$ cat config.mk
export PLATFORM = sky130hd
export DESIGN_NAME = mux_rr_stream
export DESIGN_NICKNAME = d
export VERILOG_FILES = /design/src/rtl/mux_rr_stream.sv
export SDC_FILE = /design/constraint.sdc
export NUM_CORES = 1
export LEC_CHECK = 0
export ABC_AREA = 1
export CORE_MARGIN = 4
export CORE_UTILIZATION = 39
export CTS_CLUSTER_SIZE = 16
export DETAILED_ROUTE_END_ITERATION = 8
export PLACE_DENSITY = 0.83
export SLEW_MARGIN = 20
export SYNTH_ARGS = -nofsm -noshare
export SYNTH_HDL_FRONTEND = slang
export SYNTH_SLANG_ARGS = --single-unit
$ cat constraint.sdc
create_clock -name clk_in -period 2.9 [get_ports clk_in]
set_clock_uncertainty 0.05 [all_clocks]
set_input_delay 0.435 -clock clk_in [delete_from_list [all_inputs] [get_ports clk_in]]
set_output_delay 0.435 -clock clk_in [all_outputs]
set_load 0.01 [all_outputs]
$ cat src/rtl/mux_rr_stream.sv
// Round-robin N:1 stream multiplexer with a registered output beat.
// Define MUX_RR_STREAM_LAST_LOCK_EN to hold the grant on one channel until its last_in beat.
module mux_rr_stream #(
    parameter int CH = 4,
    parameter int W  = 8,
    localparam int SW = (CH > 1) ? $clog2(CH) : 1
) (
    input  logic            clk_in,
    input  logic            rst_in,
    input  logic [CH*W-1:0] d_in,
    input  logic [CH-1:0]   valid_in,
    output logic [CH-1:0]   ready_out,
    output logic [W-1:0]    out,
    output logic            valid_out,
    input  logic            ready_in,
`ifdef MUX_RR_STREAM_LAST_LOCK_EN
    input  logic [CH-1:0]   last_in,
    output logic            last_out,
`endif
    output logic [SW-1:0]   sel_out
);

    logic          load;
    logic [SW-1:0] ptr;
    logic          grant_vld;
    logic [SW-1:0] grant_idx;
    logic [W-1:0]  grant_data;
    logic [SW-1:0] ptr_next;
    int            sum;
    logic [SW-1:0] idx;

`ifdef MUX_RR_STREAM_LAST_LOCK_EN
    logic lock;
`endif

    assign load = !valid_out || ready_in;

    // Scan from the farthest offset down so the nearest valid channel to ptr wins.
    always_comb begin
        grant_vld = 1'b0;
        grant_idx = '0;
        sum       = 0;
        idx       = '0;
        for (int k = CH - 1; k >= 0; k--) begin
            sum = int'(ptr) + k;
            if (sum >= CH) sum = sum - CH;
            idx = SW'(sum);
            if (valid_in[idx]) begin
                grant_vld = 1'b1;
                grant_idx = idx;
            end
        end
`ifdef MUX_RR_STREAM_LAST_LOCK_EN
        // sel_out still names the channel whose packet is open.
        if (lock) begin
            grant_vld = valid_in[sel_out];
            grant_idx = sel_out;
        end
`endif
    end

    always_comb begin
        grant_data = '0;
        for (int i = 0; i < CH; i++) begin
            if (grant_idx == SW'(i)) grant_data = d_in[i*W +: W];
        end
    end

    always_comb begin
        ready_out = '0;
        if (load && grant_vld && !rst_in) ready_out[grant_idx] = 1'b1;
    end

    assign ptr_next = (grant_idx == SW'(CH - 1)) ? '0 : grant_idx + 1'b1;

    always_ff @(posedge clk_in) begin
        if (rst_in) begin
            valid_out <= 1'b0;
            out       <= '0;
            sel_out   <= '0;
            ptr       <= '0;
`ifdef MUX_RR_STREAM_LAST_LOCK_EN
            lock      <= 1'b0;
            last_out  <= 1'b0;
`endif
        end else if (load) begin
            if (grant_vld) begin
                valid_out <= 1'b1;
                out       <= grant_data;
                sel_out   <= grant_idx;
`ifdef MUX_RR_STREAM_LAST_LOCK_EN
                lock      <= !last_in[grant_idx];
                last_out  <= last_in[grant_idx];
                if (last_in[grant_idx]) ptr <= ptr_next;
`else
                ptr       <= ptr_next;
`endif
            end else begin
                valid_out <= 1'b0;
            end
        end
    end

endmodule

Word-level counts from Yosys, hierarchy flattened:

Cells that the tools add are included.

* output and inout bits: 15
* register bits: 13
* input bits: 39

* order comparisons: 10
* reduce and logical (&&, ||, !) cells: 8
* add/sub/neg operators: 8
* mux-type cells: 29
* equal/unequal tests: 3

Operators by type and width (count)
* 8-bit two-way mux: 4
* 2-bit two-way mux: 9
* 2-bit by 3-bit less-than comparator with 1-bit output (second input constant): 5
* 1-bit two-way mux: 10
* 3-bit greater-or-equal comparator (second input constant): 3
* 1-bit binary-select mux with 2-bit select: 4
* 2-bit by 1-bit subtractor with 2-bit output (second input constant): 4
* 2-bit by 2-bit adder with 3-bit output (second input constant): 2
* 2-bit equality test (second input constant): 2
* 4-bit two-way mux: 1
* 2-bit by 1-bit adder with 3-bit output (second input constant): 1
* 2-bit by 3-bit greater-or-equal comparator with 1-bit output (second input constant): 1
* 1-bit logical AND: 3
* 2-bit by 1-bit adder with 2-bit output (second input constant): 1
* 1-bit demux with 2-bit select: 1
* 2-bit by 1-bit equality test with 1-bit output (second input constant): 1
* 2-bit by 1-bit greater-or-equal comparator with 1-bit output (second input constant): 1
* 1-bit logical NOT: 2
* 2-bit logical NOT: 1
* 2-bit AND reduction: 1
* 1-bit logical OR: 1

Logic depth before layout (Yosys ltp):

Gate-level depths: netlist of run 1.

* word-level depth: 14
* mapped depth: 21
* mapped depth without buffers: 20

Least setup slack after synthesis of run 1:

Ideal clock, no wire load.

* path type: reg-to-output
* start point: reg ptr[0]
* end point: out ready_out[3]
* cell stages (with the launch flop): 16
* setup slack: 0.462 ns
* required time: 2.415 ns
* arrival time: 1.953 ns
* cells stage by stage: dfxtp_1 buf_6 inv_6 nand2_1 nand2_1 nand2_1 nand2_1 inv_1 nand2_1 nor2_1 o21ai_1 ha_1 clkbuf_1 clkbuf_1 inv_1 nor2_1

* cells in the longest elaborated chain, start to end: 14
* elaborated cells between the ends (all ways): 39

RTL lines
* start: declaration: line 24 `logic [SW-1:0] ptr;`
* start signal: assignment: line 96 `ptr <= ptr_next;`
* 2-bit by 2-bit adder with 3-bit output: line 45 `sum = int'(ptr) + k;`
* 3-bit greater-or-equal comparator / 2-bit by 1-bit subtractor with 2-bit output (equally long branches): line 46 `if (sum >= CH) sum = sum - CH;`
* 2-bit two-way mux: line 46
* 1-bit binary-select mux with 2-bit select: line 48 `if (valid_in[idx]) begin`
* 1-bit two-way mux (not written as such): line 48
* 2-bit two-way mux (3 in series): line 48
* 2-bit two-way mux (*): line 48
* via grant_idx[1]: line 26 `logic [SW-1:0] grant_idx;`
* 2-bit by 3-bit less-than comparator with 1-bit output (not written as such) / 2-bit by 1-bit greater-or-equal comparator with 1-bit output (equally long branches): line 71 `if (load && grant_vld && !rst_in) ready_out[grant_idx] = 1'b1;`
* 1-bit logical AND (not written as such): line 71
* 1-bit two-way mux (not written as such): line 71
* 1-bit demux with 2-bit select (*): line 71
* 4-bit two-way mux (*): line 71
* end: declaration: line 12 `output logic [CH-1:0] ready_out,`

Mark *: on every way through the listed nets, which the timed path passes. The rest lies on a longest branch. The select of a mux whose other input is x is not followed.

Worst setup path after layout of run 1:

* start point: in valid_in[0]
* end point: out ready_out[3]

* cells in the longest elaborated chain, start to end: 11
* elaborated cells between the ends (all ways): 24

RTL lines
* start: declaration: line 11 `input logic [CH-1:0] valid_in,`
* 1-bit binary-select mux with 2-bit select: line 48
* 1-bit two-way mux (not written as such): line 48
* 2-bit two-way mux (3 in series): line 48
* 2-bit two-way mux (*): line 48
* via grant_idx[1]: line 26
* 2-bit by 3-bit less-than comparator with 1-bit output (not written as such) / 2-bit by 1-bit greater-or-equal comparator with 1-bit output (equally long branches): line 71
* 1-bit logical AND (not written as such): line 71
* 1-bit two-way mux (not written as such): line 71
* 1-bit demux with 2-bit select (*): line 71
* 4-bit two-way mux (*): line 71

Marks and branches as above.

==> results of run 1 <==
[routing by layer]
layer / track usage (%) / vias to the layer above / share of wire, %
li1: - / 689 / -
met1: 23.61 / 531 / 46
met2: 27.31 / 26 / 49
met3: 1.296 / 4 / 3.1
met4: 6.646 / 0 / 1.4
met5: 0 / - / 0
[stage by stage]
stage          area [sq um]  hold slack, ns  TNS, ns
2_1_floorplan          1047          0.4474        0
5_1_grt                1692          0.4632        0
4_1_cts                1674          0.4431        0
3_5_place_dp           1649          0.4262   -1.829
6_report               1692          0.4382        0
3_3_place_gp           1649          0.4113  -0.3531
[power groups by stage]
stage	combinational (mW)	clock (mW)	sequential (mW)
after global placement	1.44	0	0.312
after detailed placement	1.48	0	0.318
final	1.52	0.110	0.314
after floorplan	0.972	0	0.319
after CTS	1.48	0.113	0.315
after global routing	1.73	0.122	0.325
[kinds of logic after synthesis]
logic type               count (synthesis)  synth area share [%]
flip-flops                              13                 24.85
adder cells (fa/ha/maj)                  4                 4.779
AO/OA/AOI/OAI                           42                 20.79
buffers and inverters                   29                 13.38
AND/OR/NAND/NOR                         93                 36.20
[path summary, 6_finish.rpt]
check / endpoint / cells past startpoint / start / slack [ns]
max: ready_out[3] / 13 / valid_in[0] / 0.17
min reg2reg: out[7] / 2 / out[7] / 0.44
min: out[7] / 2 / out[7] / 0.44
max reg2reg: out[4] / 17 / ptr[0] / 0.49
[what timing repair did]
action	CTS	global route
setup endpoints to repair	4	12
resized for setup	5	9
pin swaps	0	1
setup buffers	0	1
gates cloned	0	0
[layout make-up]
cell class	instances	area, sq um	area share [%]
multi-input combinational	139	660.6	39.05
timing repair buffer	66	621.8	36.76
sequential	13	261.5	15.46
inverter	21	83.83	4.956
tap	30	37.54	2.219
clock buffer	4	26.28	1.553
[flip-flops by register name, summed over array words and instances, names as in the netlist]
| signal | count |
|---|---|
| out | 8 |
| ptr | 2 |
| sel_out | 2 |
| valid_out | 1 |
[worst reg2reg max path, stage by stage, from the launching register on]
cell	delay, ns
dfxtp_2	0.45
nand2_1	0.08
nand2_1	0.10
nand2_1	0.10
nand2_2	0.08
inv_1	0.05
nand2_1	0.05
nor2_1	0.05
o21ai_2	0.22
inv_2	0.07
ha_2	0.19
nor2_2	0.26
nand2_1	0.10
nand2_1	0.08
o21ai_0	0.08
o21ai_0	0.17
o21ai_1	0.10
nor2_1	0.08
[placed cells by master (no fill, tap or decap), drive strengths merged]
master,n
nor2,28
nand3,4
clkbuf,5
buf,13
dfxtp,13
clkdlybuf4s50,48
dlymetal6s2s,1
nand2,61
ha,4
inv,21
a21oi,12
o21ai,30
dlygate4sd2,3
==> metrics.txt, run 1 <==
# setup viols final=0; critical path class=primary input to output pin; count leader, synth=nand2_1; area grow syn2layout=61.53%; PortBufs=53; Buf+Inv Stages, Crit Path=4; DRC Markers=0; fin nets=287; First DRT Iteration DRCs=38; H-tree depth=1; area share of the largest cell type after synthesis=24.85%; Vias=1,250; CP Capture Type=output pin; initial antenna violation count=0; root buf cell=clkbuf_4; Final Cycle Share=94.28%; combinational share of power=78.2%; Cells after DPL=268; Clock Tree Buf Depth=2; Die Height=59.82 um; RSZ-0062 raised after global routing=no; Max Cap Viol=0; largest net degree at the start of global routing=17; Die X=59.82 um; vias in the first global route=1,103; hpwl dp=2494 um; Util after Layout=67.06%; Largest delay share family, worst path=buffers and inverters; Netlist cell types=17; peak fanout along the critical path=4; Slew Limit Fails=0; hold crit path type=register to register; fraction of layout cells with a size suffix above 1=15.64%; row cnt=18; IO Pins=54; wire per inst=11.07 um; total global routing track utilization=17.07%; Max Clk Rate=365.8 MHz; Final Hold Fails=0; Data arrival, critical path=2.25 ns; Synth area leaders=dfxtp_1 (25%), nand2_1 (19%), o21ai_0 (10%); Slew @ Worst Pin=0.2862 ns; Non-Filler Instances=273; clock power share=5.7%; Syn Nets=224; largest area contributor in the netlist=dfxtp_1; cts-stage hold buffer count=0; Avg Cell Area, Syn=5.786 sq um; clock sink count=13; CTS clk-pin slew, worst paths=0.08 ns; P per Cell Area=1151 nW/um^2; Crit path top cell by count=nand2_1; WL final=3022 um; CTS tree=yes; min cycle time layout=2.734 ns; Slowest cell on crit path=clkdlybuf4s50_1; via/cell ratio=4.579; die area=3578 sq um; leakage power=0.8234 nW; Starting Density=41.52%; number of CTS-inserted buffers=3; max_slew headroom=80.90%; Worst path max stage delay=0.47 ns; first-pass GRT wire length=4705 um; Routed Antenna Nets=0; Synth Cell Area=1047 sq um; top_reg_cell synth=dfxtp_1; Synth Warn #=0; Fillers=239; final global-route overflow total=0; status=complete, no violations; total power=1.946 mW; sw frac=50.02%; maximum VDD drop=0.0007655 V; Worst-Skew Late Latency=0.27 ns; CP Launch Type=primary input; P_sw=973.6 uW; Synth top cells by count=nand2_1 (53), nor2_1 (26), o21ai_0 (21); #FFs+latches synth=13; Core Box Area=2522 sq um; number of synthesized flops with an enable pin=0; ordered cell list for the critical path=clkdlybuf4s50_1 -> nand2_1 -> nand2_2 -> nand2_1 -> nand2_2 -> inv_1 -> nand2_1 -> nor2_1 -> o21ai_2 -> ha_1 -> inv_1 -> nor2_1 -> dlygate4sd2_1; Worst Setup Slack, final=0.1660 ns; first drt pass iteration count=4; Setup WS pre-CTS=-0.1906 ns; fraction of registers with async set/reset=0%; Final GP Congestion=0.8205; Cells after Synth=181; critical path required time=2.41 ns; post-synthesis sequential area ratio=24.85%; Power Internal=972.7 uW; Reg power frac=16.1%; ant diodes=0
No activity file was read; power rests on OpenSTA's default activity.
==> run 2, diff against run 1 <==
CORE_MARGIN = 5   (was 4)
==> run 2 against run 1 <==
Compared with the run above:
- total power shrank 1.9%
- count of clock-buffer cells in the layout did not move
- clock power hardly changed
- largest power group unchanged
- setup slack gained 0.032 ns
- critical path depth is 3 higher
- utilization shrank 0.099 points
- largest cell class unchanged
==> metrics.txt, run 2 (synthesis results as in run 1) <==
status=complete, no violations; row cnt=18; fin nets=287; most common cell after layout, fill and taps aside=nand2_1; PortBufs=53; r2r startpoint=ptr[1]; Worst R2R Setup Slack=0.46 ns; peak fanout along the critical path=3; Setup WS pre-CTS=-0.1854 ns; Final Cycle Share=93.17%; Final Hold Fails=0; Max Clk Rate=370.1 MHz; top flop regs=out x8, ptr x2, sel_out x2; WL final=2936 um; Crit path top cell by count=nand2_1; first drt pass iteration count=4; # setup viols final=0; Starting Density=41.52%; wire per inst=10.75 um; Vias=1,276; ordered cell list for the critical path=clkdlybuf4s50_1 -> inv_1 -> nand2_1 -> nand2_1 -> inv_1 -> nand2_1 -> nand2_1 -> inv_1 -> nand2_1 -> nand2_1 -> nand2_2 -> inv_1 -> ha_1 -> inv_1 -> nor2_1 -> dlygate4sd2_1; RSZ-0062 raised after global routing=no; Worst path max stage delay=0.49 ns; Biggest register=out; Slowest cell on crit path=clkdlybuf4s50_1; number of CTS-inserted buffers=3; commonest cells after routing, fill and taps aside=nand2_1 (52), clkdlybuf4s50_1 (49), nor2_1 (25), o21ai_0 (21), inv_1 (19); Fillers=225; critical path class=primary input to output pin; CP Launch Type=primary input; fraction of layout cells with a size suffix above 1=14.81%; CTS tree=yes; CTS clk-pin slew, worst paths=0.08 ns; post-CTS resize count=6; clock power share=5.8%; largest net degree at the start of global routing=17; Reg power frac=16.3%; Routed Antenna Nets=0; Worst-Skew Late Latency=0.28 ns; Core Box Area=2522 sq um; Worst Setup Slack, final=0.1982 ns; hold crit path type=register to register; area occupied by multi-input gates=660.6 sq um; leakage power=0.8194 nW; Die X=61.82 um; H-tree depth=1; final global-route overflow total=0; IO Pins=54; First DRT Iteration DRCs=39; P_sw=952.1 uW; area grow syn2layout=61.29%; min cycle time layout=2.702 ns; root buf cell=clkbuf_4; CP Launch Point=valid_in[1]; Final GP Congestion=0.8726; hpwl dp=2395 um; vias in the first global route=1,180; max FFs per register=8; max_slew headroom=80.46%; postcts setup bufs=0; via/cell ratio=4.674; critical path required time=2.41 ns; Slew @ Worst Pin=0.2928 ns; Buf+Inv Stages, Crit Path=7; Clock Tree Buf Depth=2; P per Cell Area=1130 nW/um^2; Slew Limit Fails=0; sw frac=49.88%; hold path start=out[4]; Die Height=61.82 um; Power Internal=956.9 uW; combinational share of power=77.8%; maximum VDD drop=0.0008777 V; register area=261.5 sq um; die area=3822 sq um; Largest delay share family, worst path=buffers and inverters; first-pass GRT wire length=4754 um; initial antenna violation count=0; setup_tns=0 ns; Max Cap Viol=0; DRC Markers=0; Data arrival, critical path=2.22 ns; clock sink count=13; total global routing track utilization=15.93%; ant diodes=0; cts-stage hold buffer count=0; CP Capture Type=output pin
[run 2: layout make-up]
type                    instances  share of cell area (%)
repair buffers                 66                   36.67
clock buffers                   4                   1.556
well taps                      30                   2.222
multi-input cells             139                   39.11
inverters                      21                   4.963
flip-flops and latches         13                   15.48
[run 2: metal layers]
| metal | wire length [um] | share of wire [%] | global-route usage [%] |
|---|---|---|---|
| met1 | 1348 | 46 | 22.18 |
| met2 | 1394 | 47 | 26.31 |
| met3 | 169 | 5.8 | 1.240 |
| met4 | 23 | 0.78 | 4.545 |
| met5 | 0 | 0 | 0 |
[run 2: path summary, 6_finish.rpt]
kind                                     end  depth (start not counted)
worst min register to register        out[4]                          2
worst min-delay path                  out[4]                          2
worst max register to register        out[2]                         18
worst max-delay path            ready_out[0]                         16
[run 2: worst min-delay path, cell delays in order (launching register included)]
cell and delay [ns]:
dfxtp_1 0.33, nor2_1 0.04, nor2_1 0.08
[run 2: stage by stage]
| stage | util [%] | hold WS [ns] | power (mW) | std cells | cell area [sq um] |
|---|---|---|---|---|---|
| after global routing | 66.96 | 0.4733 | 2.140 | 273 | 1689 |
| after global placement | 65.67 | 0.4103 | 1.763 | 269 | 1657 |
| after detailed placement | 65.67 | 0.4213 | 1.778 | 269 | 1657 |
| final | 66.96 | 0.4322 | 1.909 | 273 | 1689 |
| after CTS | 66.72 | 0.4394 | 1.900 | 273 | 1683 |
| after floorplan | - | 0.4474 | 1.291 | 181 | 1047 |
[run 2: power groups by stage]
stage	Sequential (mW)	Clock, mW	Combinational (mW)
after floorplan	0.319	0	0.972
final	0.312	0.112	1.49
after global routing	0.320	0.121	1.70
after CTS	0.313	0.114	1.47
after detailed placement	0.315	0	1.46
after global placement	0.314	0	1.45
==> run 3, diff against run 2 <==
REMOVE_ABC_BUFFERS = 1   (was not set)
==> run 3 against run 2 <==
Compared with the run above:
- cell area grew 1.1%
- sequential share of layout area shrank 0.17 points
- global-route usage grew 0.76 points
- via count grew 0.63%
- total power grew 3.6%
- critical path type unchanged
- highest routed layer unchanged
==> metrics.txt, run 3 (synthesis results as in run 1) <==
Max Clk Rate=362.4 MHz; Reg power frac=15.7%; hpwl dp=2563 um; post-route cell area=1708 sq um; setup_tns=0 ns; max FFs per register=8; CTS tree=yes; Data arrival, critical path=2.27 ns; P per Cell Area=1158 nW/um^2; final global-route overflow total=0; max_slew headroom=78.71%; Starting Density=41.52%; ant diodes=0; Buf+Inv Stages, Crit Path=4; number of CTS-inserted buffers=3; Worst-Skew Late Latency=0.27 ns; # setup viols final=0; Slew @ Worst Pin=0.3191 ns; fin nets=290; peak fanout along the critical path=3; Power Internal=993.4 uW; first-pass GRT wire length=4830 um; H-tree depth=1; Worst path max stage delay=0.49 ns; Final Cycle Share=95.15%; clock power share=5.8%; critical path class=primary input to output pin; Slowest cell on crit path=clkdlybuf4s50_1; CP Launch Type=primary input; Biggest register=out; Vias=1,284; Final GP Congestion=0.8024; root buf cell=clkbuf_4; min cycle time layout=2.759 ns; CTS clk-pin slew, worst paths=0.08 ns; Die X=61.82 um; status=complete, no violations; area grow syn2layout=63.08%; DRC Markers=0; first drt pass iteration count=4; wire per inst=11.80 um; WL final=3257 um; Largest delay share family, worst path=buffers and inverters; Max Cap Viol=0; fraction of layout cells with a size suffix above 1=16.26%; row cnt=18; Die Height=61.82 um; sw frac=49.76%; most common cell after layout, fill and taps aside=nand2_1; Crit path top cell by count=nand2_1; leakage power=0.8295 nW; Core Box Area=2522 sq um; P_sw=984.0 uW; clock sink count=13; First DRT Iteration DRCs=34; via/cell ratio=4.652; maximum VDD drop=0.0008814 V; PortBufs=53; commonest cells after routing, fill and taps aside=nand2_1 (52), clkdlybuf4s50_1 (49), nor2_1 (25), o21ai_0 (21), inv_1 (19); Slew Limit Fails=0; Post-DP Area=1672 sq um; hold crit path type=register to register; vias in the first global route=1,116; IO Pins=54; die area=3822 sq um; initial antenna violation count=0; total global routing track utilization=16.69%; Clock Tree Buf Depth=2; largest net degree at the start of global routing=17; combinational share of power=78.5%; Final Hold Fails=0; ordered cell list for the critical path=clkdlybuf4s50_1 -> inv_1 -> nand2_1 -> nand3_1 -> o21ai_0 -> nand2_1 -> nand2_1 -> nand2_1 -> nand2_2 -> ha_1 -> inv_1 -> nor2_1 -> dlygate4sd2_1; top flop regs=out x8, ptr x2, sel_out x2; critical path required time=2.41 ns; Routed Antenna Nets=0; cts-stage hold buffer count=0; CP Capture Type=output pin
-- run 3: cell types whose count changed in the layout (fill, tap and decap cells not counted), sizes merged --
cell / previous run / this run
clkbuf: 5 / 6
dlygate4sd2: 3 / 2
buf: 13 / 16
-- run 3: path summary, 6_finish.rpt --
path          startpoint            to  slack [ns]  cells past startpoint
min               out[2]        out[2]        0.44                      2
min reg2reg       out[2]        out[2]        0.44                      2
max reg2reg       ptr[1]        out[4]        0.47                     18
max          valid_in[3]  ready_out[1]        0.14                     13
-- run 3: worst reg2reg max path, cell delays in order (launching register included) --
cell and delay, ns:
dfxtp_1 0.37, inv_2 0.13, nand2_1 0.06, nand2_1 0.08
nand2_1 0.07, nand2_1 0.08, inv_1 0.06, nand2_1 0.05
nor2_1 0.05, o21ai_2 0.20, inv_1 0.09, ha_1 0.23
nor2_2 0.30, nand2_1 0.09, nand2_1 0.10, o21ai_0 0.08
o21ai_0 0.15, o21ai_1 0.09, nor2_1 0.08
-- run 3: cell type report --
class | instances | area (sq um)
flip-flops and latches | 13 | 261.5
repair buffers | 69 | 638.1
fillers | 227 | 814.5
inverters | 21 | 83.83
multi-input cells | 139 | 660.6
clock buffers | 4 | 26.28
well taps | 30 | 37.54
-- run 3: routing by layer --
layer  routed length, um  GRT usage [%]  up-vias
met2                1527          25.56       42
met1                1526          24.54      542
met3                 161         0.6198        4
met5                   0              0        -
met4                  42          6.667        0
li1                    -              -      696
-- run 3: power groups by stage --
stage / combinational (mW) / sequential [mW] / clock [mW]
2_1_floorplan: 0.891 / 0.335 / 0
3_3_place_gp: 1.49 / 0.312 / 0
3_5_place_dp: 1.50 / 0.313 / 0
4_1_cts: 1.51 / 0.309 / 0.114
5_1_grt: 1.76 / 0.319 / 0.121
6_report: 1.55 / 0.311 / 0.114
-- run 3: metrics by stage --
step / utilization, % / std cells / worst slack, ns / hold WS [ns] / power [mW]
finish: 67.71 / 276 / 0.1406 / 0.4352 / 1.977
global route: 67.71 / 276 / -0.02242 / 0.4550 / 2.202
CTS: 67.26 / 275 / 0.1158 / 0.4400 / 1.930
detailed placement: 66.27 / 271 / -0.1667 / 0.4215 / 1.817
global placement: 66.27 / 271 / -0.09637 / 0.4100 / 1.800
floorplan: - / 173 / 0.4411 / 0.4474 / 1.225
-- run 3: repair_timing --
action	CTS	global route
pin swaps	0	1
buffers inserted	0	1
gates resized for setup	5	8
endpoints found under the setup margin	4	11
